--- src/rtl/multi_cycle_processor.sv ---
// Multi-cycle core: every instruction walks FETCH/DECODE/EXECUTE/WRITEBACK (4 clocks).
// Adds BNZ, HALT (JMP +0), a program-load port, a registered debug read port and a retire counter.
//
// state     | meaning
// S_IDLE    | after reset; waits for Start, program loading allowed
// S_FETCH   | IR <= imem[PC]
// S_DECODE  | A/B operands latched from the register file or immediate
// S_EXECUTE | ALU result and next PC computed
// S_WRITEBACK | register write, PC update, retire count
// S_HALT    | stopped on JMP +0; waits for Start, program loading allowed
module multi_cycle_processor #(
  parameter int DATA_W = 8,
  parameter int REG_AW = 3,
  parameter int PC_W   = 6,
  parameter int CNT_W  = 16
) (
  input  logic                Clk,
  input  logic                Reset,
  input  logic                Start,
  input  logic                Prog_We,
  input  logic [PC_W-1:0]     Prog_Addr,
  input  logic [2*REG_AW+1:0] Prog_Data,
  input  logic [REG_AW-1:0]   Dbg_Addr,
  output logic [DATA_W-1:0]   Dbg_Data,
  output logic [PC_W-1:0]     PC,
  output logic                Busy,
  output logic                Halted,
  output logic [CNT_W-1:0]    Instr_Count
);

  localparam int INSTR_W = 2 + 2*REG_AW;
  localparam int NREG    = 2**REG_AW;
  localparam int IMEM_D  = 2**PC_W;

  localparam logic [1:0] OP_ADD  = 2'b00;
  localparam logic [1:0] OP_ADDI = 2'b01;
  localparam logic [1:0] OP_JMP  = 2'b10;
  localparam logic [1:0] OP_BNZ  = 2'b11;

  typedef enum logic [2:0] {
    S_IDLE,
    S_FETCH,
    S_DECODE,
    S_EXECUTE,
    S_WRITEBACK,
    S_HALT
  } state_t;

  state_t state, state_nxt;

  logic [INSTR_W-1:0]  imem [IMEM_D];
  logic [DATA_W-1:0]   regs [NREG];

  logic [INSTR_W-1:0]  ir;
  logic [DATA_W-1:0]   op_a;
  logic [DATA_W-1:0]   op_b;
  logic [DATA_W-1:0]   result;
  logic [PC_W-1:0]     pc_q;
  logic [PC_W-1:0]     next_pc;
  logic [CNT_W-1:0]    count_q;

  logic [1:0]          opcode;
  logic [REG_AW-1:0]   ra;
  logic [REG_AW-1:0]   rb;
  logic [2*REG_AW-1:0] jmp_off;
  logic [DATA_W-1:0]   imm_data;
  logic [PC_W-1:0]     imm_pc;
  logic [PC_W-1:0]     off_pc;
  logic                halt_jmp;

  assign opcode   = ir[INSTR_W-1 -: 2];
  assign ra       = ir[2*REG_AW-1 -: REG_AW];
  assign rb       = ir[REG_AW-1:0];
  assign jmp_off  = ir[2*REG_AW-1:0];
  // Immediates and jump offsets are two's complement, sign-extended to their target width
  assign imm_data = DATA_W'($signed(rb));
  assign imm_pc   = PC_W'($signed(rb));
  assign off_pc   = PC_W'($signed(jmp_off));
  assign halt_jmp = (opcode == OP_JMP) && (jmp_off == '0);

  assign PC          = pc_q;
  assign Instr_Count = count_q;

  always_ff @(posedge Clk) begin
    if (Reset) state <= S_IDLE;
    else       state <= state_nxt;
  end

  always_comb begin
    state_nxt = state;
    case (state)
      S_IDLE, S_HALT: if (Start) state_nxt = S_FETCH;
      S_FETCH:        state_nxt = S_DECODE;
      S_DECODE:       state_nxt = S_EXECUTE;
      S_EXECUTE:      state_nxt = S_WRITEBACK;
      S_WRITEBACK:    state_nxt = halt_jmp ? S_HALT : S_FETCH;
      default:        state_nxt = S_IDLE;
    endcase
  end

  always_comb begin
    Busy   = 1'b0;
    Halted = 1'b0;
    case (state)
      S_FETCH, S_DECODE, S_EXECUTE, S_WRITEBACK: Busy = 1'b1;
      S_HALT:                                    Halted = 1'b1;
      default: ;
    endcase
  end

  // Program memory has no reset so a loaded program survives Reset
  always_ff @(posedge Clk) begin
    if (Prog_We && !Busy) imem[Prog_Addr] <= Prog_Data;
  end

  always_ff @(posedge Clk) begin
    if (Reset) begin
      pc_q     <= '0;
      ir       <= '0;
      op_a     <= '0;
      op_b     <= '0;
      result   <= '0;
      next_pc  <= '0;
      count_q  <= '0;
      Dbg_Data <= '0;
      for (int i = 0; i < NREG; i++) regs[i] <= '0;
    end else begin
      Dbg_Data <= regs[Dbg_Addr];
      case (state)
        S_IDLE, S_HALT: begin
          if (Start) begin
            pc_q    <= '0;
            count_q <= '0;
          end
        end
        S_FETCH: ir <= imem[pc_q];
        S_DECODE: begin
          op_a <= regs[ra];
          op_b <= (opcode == OP_ADD) ? regs[rb] : imm_data;
        end
        S_EXECUTE: begin
          result <= op_a + op_b;
          case (opcode)
            OP_JMP:  next_pc <= pc_q + off_pc;
            OP_BNZ:  next_pc <= (op_a != '0) ? pc_q + imm_pc : pc_q + PC_W'(1);
            default: next_pc <= pc_q + PC_W'(1);
          endcase
        end
        S_WRITEBACK: begin
          if (opcode == OP_ADD || opcode == OP_ADDI) regs[ra] <= result;
          pc_q <= next_pc;
          if (count_q != {CNT_W{1'b1}}) count_q <= count_q + CNT_W'(1);
        end
        default: ;
      endcase
    end
  end

endmodule
--- config.mk ---
export PLATFORM = sky130hd
export DESIGN_NAME = multi_cycle_processor
export DESIGN_NICKNAME = d
export VERILOG_FILES = /design/src/rtl/multi_cycle_processor.sv
export SDC_FILE = /design/constraint.sdc
export NUM_CORES = 1
export LEC_CHECK = 0
export CAP_MARGIN = 20
export CORE_MARGIN = 2
export CORE_UTILIZATION = 40
export CTS_CLUSTER_SIZE = 14
export DETAILED_ROUTE_END_ITERATION = 8
export SYNTH_ARGS = -nofsm -noshare
export SYNTH_HDL_FRONTEND = slang
export SYNTH_SLANG_ARGS = --single-unit
--- constraint.sdc ---
create_clock -name Clk -period 3 [get_ports Clk]
set_input_delay 0.75 -clock Clk [delete_from_list [all_inputs] [get_ports Clk]]
set_output_delay 0.75 -clock Clk [all_outputs]
set_load 0.02 [all_outputs]
==> results of run 1 <==
-- layout by cell type (no fill, tap or decap), drive strengths merged, types with 13 or more instances in the layout --
cell           Yosys  final
and2              72     72
a21oi             54     54
edfxtp           576    576
clkdlybuf4s50      0     42
mux2i             60     60
nand3             26     26
ha                16     16
a211oi            13     13
clkbuf            37     88
nand4             20     20
nor2             127    127
buf               56    180
clkinv             0     25
or3               20     20
mux4             170    170
mux2              15     15
inv               19     24
nor2b             13     13
nand2             45     45
o21ai             32     32
dfxtp             71     71
-- layer usage --
layer	GRT usage	share of wire
met5	0	0
met3	0.0401	0.064
met4	0.0507	0.023
met1	0.270	0.42
met2	0.329	0.49
-- worst max-delay path, delay by kind of cell (launching register included) --
| family | cells | cell delay [ns] |
|---|---|---|
| buffers and inverters | 3 | 0.84 |
| flip-flops | 1 | 0.55 |
-- flip-flops by register name, indices dropped and copies added, names as in the netlist --
name	count
Dbg_Data	8
Instr_Count	16
PC	6
imem	512
ir	8
next_pc	6
op_a	8
op_b	8
regs	64
result	8
state	3
-- final cells by class --
type                       count  share of cell area
clock inverter                36             0.00938
timing repair buffer         223              0.0586
tap                          882              0.0343
sequential                   647               0.583
clock buffer                  88              0.0573
inverter                      19             0.00222
multi-input combinational    840               0.256
-- metrics by stage --
stage                     power (W)  instance area, um2  std cells  hold WS, ns  utilization
after floorplan              0.0107               27500       1599        0.436            -
after global placement       0.0111               30000       2611        0.444        0.440
after detailed placement     0.0111               30000       2611        0.450        0.440
after CTS                    0.0192               32100       2735        0.450        0.471
after global routing         0.0197               32100       2735        0.481        0.471
final                        0.0190               32100       2735        0.457        0.471
-- power by group through the flow --
stage                     Clock [W]  Combinational, W  Sequential (W)
final                       0.00811          0.000940         0.00997
after global routing        0.00867           0.00102         0.00997
after CTS                   0.00828          0.000950         0.00997
after detailed placement          0          0.000948          0.0102
after global placement            0          0.000934          0.0102
after floorplan                   0          0.000508          0.0101
-- kinds of logic (layout without fill, tap and decap cells) --
group	after synthesis	in the layout	synth area share
fa+ha+maj	18	18	0.00875
xor+xnor	13	13	0.00415
mux	245	245	0.167
flops	647	647	0.682
simple gates	387	387	0.0751
compound gates	177	177	0.0436
buf+inv	112	366	0.0194
-- path summary, 6_finish.rpt --
kind,from,endpoint,slack [ns],cells past startpoint
max,PC[0]$_SDFFE_PP0P_,PC[0],0.23,3
min,next_pc[4]$_SDFFE_PP0N_,next_pc[4]$_SDFFE_PP0N_,0.46,2
max reg2reg,PC[0]$_SDFFE_PP0P_,ir[3]$_SDFFE_PP0P_,0.37,7
min reg2reg,next_pc[4]$_SDFFE_PP0N_,next_pc[4]$_SDFFE_PP0N_,0.46,2
-- what timing repair did --
action | CTS | global route
gates resized for setup | 1 | 0
endpoints found under the setup margin | 1 | 0
buffers inserted | 0 | 0
==> out/metrics.csv, run 1 <==
stage,metric,value,unit
outcome,outcome,finished clean,
cts,insertion_delay,0.61,ns
power_and_ir_drop,pwr-share-seq,0.524,
power_and_ir_drop,pwr-share-comb,0.049,
logic_synthesis,synth_area_leaders,"edfxtp_1 (63%), mux4_2 (14%), dfxtp_1 (5.2%)",
logic_synthesis,synthMostInstantiatedCell,edfxtp_1,
timing,hold_violations,0,
power_and_ir_drop,p_int,0.0149,W
timing,worst_pin_slew,0.810,ns
cts,cts_buffers,70,
logic_synthesis,synth-main-ff-cell,edfxtp_1,
routing,dr.pass1.iters,8,
routing,vias,15420,
logic_synthesis,postSynth.asyncResetShare,0,
global_routing,gr-total-overflow,0,
timing,fin_crit,2.77,ns
worst_setup_path,critPathKind,flip-flop to output port,
cts,clk_pin_slew,0.06,ns
placed_design,finalWeightedCongestion,0.874,
routing,drc,0,
global_routing,first_global_vias,15592,
placed_design,place_hpwl,45.5,mm
global_routing,grt_pass1_wl,103,mm
floorplanning,die_y,266,um
finish,drive_above_1_share,0.270,
global_routing,grt_max_degree,65,
timing,timing.final.crit_share,0.924,
cts,ctsHoldBuffers,0,
routing,wl_per_cell,25.2,um
routing,ant_nets,0,
power_and_ir_drop,pwr-share-clk,0.427,
logic_synthesis,synth_seq_cells,647,
finish,n_antenna_cell,0,
finish,syn2layout_area_growth,17.1,%
power_and_ir_drop,pwr_density_cell,592,mW/mm2
logic_synthesis,synth_common_cells,"edfxtp_1 (576), mux4_2 (170), nor2_1 (127)",
floorplanning,die_area,0.0708,mm2
worst_setup_path,worstPathCellList,buf_12 -> buf_4 -> dlygate4sd2_1,
floorplanning,core_area,0.0682,mm2
logic_synthesis,synth.avg_cell_area,17.2,um2
timing,max_freq,361,MHz
global_routing,grt_use_total,0.199,
job,drv_cap,0,
cts,cts_tree,done,
logic_synthesis,yosysWarnings,0,
cts,cts-htree-levels,3,
logic_synthesis,synth.top_cell.area_share,0.630,
routing,drt_iter0_drc,1574,
power_and_ir_drop,switching_share,0.214,
timing,slew_viol_final,0,
floorplanning,start_util,0.403,
worst_setup_path,cp.required,2.25,ns
logic_synthesis,synth_cell_types,75,
worst_setup_path,path_max_fanout,16,
finish,nets,1840,
cts,cts_root_buf,clkbuf_16,
timing,fin_ws,0.228,ns
logic_synthesis,synth_top_cell_by_area,edfxtp_1,
worst_setup_path,endpoint_kind,output port,
logic_synthesis,syn_area,0.0275,mm2
logic_synthesis,netlist_instances,1599,
floorplanning,num_rows,96,
routing,wirelength,68.9,mm
worst_setup_path,startpoint_type,flip-flop,
power_and_ir_drop,vdd_drop_max,0.000463,V
logic_synthesis,synth_fp_nets,1638,
floorplanning,die_w,266,um
logic_synthesis,yosysSeqAreaShare,0.682,
routing,via_per_inst,5.64,
worst_setup_path,cp_slowest_stage_delay,0.55,ns
power_and_ir_drop,power.leakage,10.3,nW
timing,setup-tns-final,0,ns
finish,multi_input_area,0.00822,mm2
finish,register_area,0.0187,mm2
power_and_ir_drop,switchingPower,0.00408,W
global_routing,antenna_found_initial,0,
timing,skew,0.0149,ns
worst_setup_path,worstPathArrival,2.02,ns
hold_path,hold_path_class,flip-flop to flip-flop,
timing,setup_viol,0,
placed_design,pre_cts_slack,0.253,ns
timing,rsz0062_at_grt,false,
placed_design,io_buffers,52,
timing,slew_headroom,0.460,
worst_setup_path,critical-path-slowest-cell,dfxtp_4,
cts,cts_sinks,647,
cts,max-clock-path-buffers,3,
floorplanning,ioPinCount,53,
logic_synthesis,synth_edf_count,576,
finish,fillers,5815,
Note: power is estimated with default switching activity, not from simulation.
==> inputs of run 2 (changes only) <==
Settings changed: DONT_BUFFER_PORTS set to 1.
==> out/metrics.csv, run 2 (synthesis results as in run 1) <==
stage,metric,value,unit,change
finish,mostFrequentLayoutCells,"edfxtp_1 (576), mux4_2 (170), buf_4 (133), nor2_1 (127), and2_1 (70)",,
finish,syn2layout_area_growth,14.4,%,
routing,vias,15302,,-0.77%
timing,hold_violations,0,,unchanged
timing,worst_pin_slew,0.995,ns,+0.184 ns
timing,slew_headroom,0.336,,-0.124
global_routing,grt_pass1_wl,102,mm,-1.2%
cts,cts-resized-gates,0,,-1
cts,cts-htree-levels,3,,unchanged
power_and_ir_drop,pwr_density_cell,598,mW/mm2,+1.1%
timing,hold_ws,0.207,ns,-0.250 ns
floorplanning,die_area,0.0708,mm2,unchanged
global_routing,use_met3,0.0400,,-0.0000924
placed_design,io_buffers,0,,-100%
global_routing,grt_use_met2,0.332,,+0.00303
finish,nets,1757,,-4.5%
cts,cts_root_buf,clkbuf_16,,
power_and_ir_drop,pwr-share-clk,0.432,,+0.005
outcome,outcome,finished clean,,
cts,cts_sinks,647,,unchanged
finish,utilization,0.460,,-0.0109
global_routing,gr-usage-met1,0.258,,-0.0125
finish,largest_reg_flops,512,,unchanged
global_routing,first_global_vias,15468,,-0.80%
routing,dr.pass1.iters,6,,-2
routing,wirelength,68.4,mm,-0.73%
power_and_ir_drop,pwr-share-comb,0.036,,-0.013
worst_setup_path,path_max_fanout,36,,+20
worst_setup_path,critPathKind,flip-flop to flip-flop,,
finish,multi_input_area,0.00822,mm2,unchanged
timing,skew,0.0144,ns,-0.000462 ns
hold_path,hold_path_class,input pin to flip-flop,,
timing,timing.final.crit_share,0.891,,-0.0327
routing,wl_per_cell,25.8,um,+2.5%
routing,ant_nets,0,,unchanged
power_and_ir_drop,power.leakage,9.93,nW,-3.5%
cts,insertion_delay,0.62,ns,about the same
finish,register_area,0.0187,mm2,unchanged
cts,post_cts_buffers,0,,unchanged
floorplanning,start_util,0.403,,unchanged
cts,cts_buffers,69,,-1.4%
global_routing,gr-total-overflow,0,,unchanged
placed_design,finalWeightedCongestion,0.845,,-3.3%
power_and_ir_drop,pwr-share-seq,0.532,,+0.008
finish,drive_above_1_share,0.262,,-0.00876
worst_setup_path,endpoint_kind,flip-flop,,
power_and_ir_drop,switchingPower,0.00401,W,-1.6%
job,drv_cap,0,,unchanged
power_and_ir_drop,p_int,0.0148,W,-1.1%
routing,drc,0,,unchanged
floorplanning,num_rows,96,,unchanged
placed_design,dp_cells,2529,,-3.1%
finish,final_common_cell,edfxtp_1,,
timing,setup_viol,0,,unchanged
floorplanning,die_w,266,um,unchanged
finish,final_cells,2648,,-3.2%
timing,fin_crit,2.67,ns,-0.0980 ns
routing,drt_iter0_drc,1413,,-10%
worst_setup_path,cp.required,3.48,ns,+1.23 ns
worst_setup_path,startpoint_type,flip-flop,,
hold_path,min_path_cells,1,,-1
worst_setup_path,ff2ff_path_depth,7,,unchanged
finish,n_antenna_cell,0,,unchanged
global_routing,grt_use_total,0.195,,-0.00323
routing,via_per_inst,5.78,,+2.5%
timing,setup-tns-final,0,ns,unchanged
timing,max_freq,374,MHz,+3.7%
worst_setup_path,worstPathArrival,3.15,ns,+1.13 ns
global_routing,antenna_found_initial,1,,+1
floorplanning,core_area,0.0682,mm2,unchanged
timing,rsz0062_at_grt,false,,
floorplanning,die_y,266,um,unchanged
cts,ctsHoldBuffers,0,,unchanged
power_and_ir_drop,vdd_drop_max,0.000371,V,-20%
placed_design,place_hpwl,44.6,mm,-2.1%
cts,clk_pin_slew,0.06,ns,about the same
floorplanning,ioPinCount,53,,unchanged
cts,max-clock-path-buffers,3,,unchanged
power_and_ir_drop,p_total,0.0188,W,-1.2%
global_routing,grt_max_degree,65,,unchanged
cts,cts_tree,done,,
timing,slew_viol_final,0,,unchanged
finish,top_register,imem,,
finish,fillers,5795,,-0.34%
global_routing,busiest_layer,met2,,
power_and_ir_drop,switching_share,0.213,,-0.000960
run 2: path summary, 6_finish.rpt:
check | slack (ns) | start | end
worst min-delay path | 0.21 | Reset | op_b[4]$_SDFFE_PP0P_
worst min register to register | 0.45 | next_pc[4]$_SDFFE_PP0N_ | next_pc[4]$_SDFFE_PP0N_
worst max-delay path | 0.33 | PC[2]$_SDFFE_PP0P_ | ir[5]$_SDFFE_PP0P_
worst max register to register | 0.33 | PC[2]$_SDFFE_PP0P_ | ir[5]$_SDFFE_PP0P_
run 2: worst max-delay path, cell delays in order (launching register included):
cell       delay [ns]
dfxtp_4          0.49
buf_12           0.30
mux4_2           0.56
nand4_1          0.10
o21ai_0          0.20
a2111oi_0        0.60
buf_4            0.21
nand3_1          0.05
run 2: area by class of cell:
type	instances	share of cell area
Clock buffer	86	0.0570
Clock inverter	33	0.0106
Inverter	19	0.00227
Multi-Input combinational cell	840	0.262
Sequential cell	647	0.597
Tap cell	882	0.0351
Timing Repair Buffer	141	0.0369
run 2: power by group through the flow:
stage | logic (W) | clock network [W] | registers [W]
floorplan | 0.000508 | 0 | 0.0101
global placement | 0.000663 | 0 | 0.0102
detailed placement | 0.000672 | 0 | 0.0102
CTS | 0.000675 | 0.00826 | 0.00999
global route | 0.000729 | 0.00864 | 0.0100
finish | 0.000679 | 0.00812 | 0.00999
run 2: through the flow:
stage | worst slack [ns] | area, um2
3_3_place_gp | 0.339 | 29300
2_1_floorplan | 0.586 | 27500
3_5_place_dp | 0.335 | 29300
6_report | 0.326 | 31400
4_1_cts | 0.311 | 31400
5_1_grt | 0.210 | 31400
run 2: layer usage:
layer / part of all wire / wire (um) / up-vias
li1: - / - / 6637
met1: 0.41 / 28400 / 8031
met2: 0.50 / 34400 / 539
met3: 0.063 / 4330 / 95
met4: 0.020 / 1370 / 0
met5: 0 / 0 / -
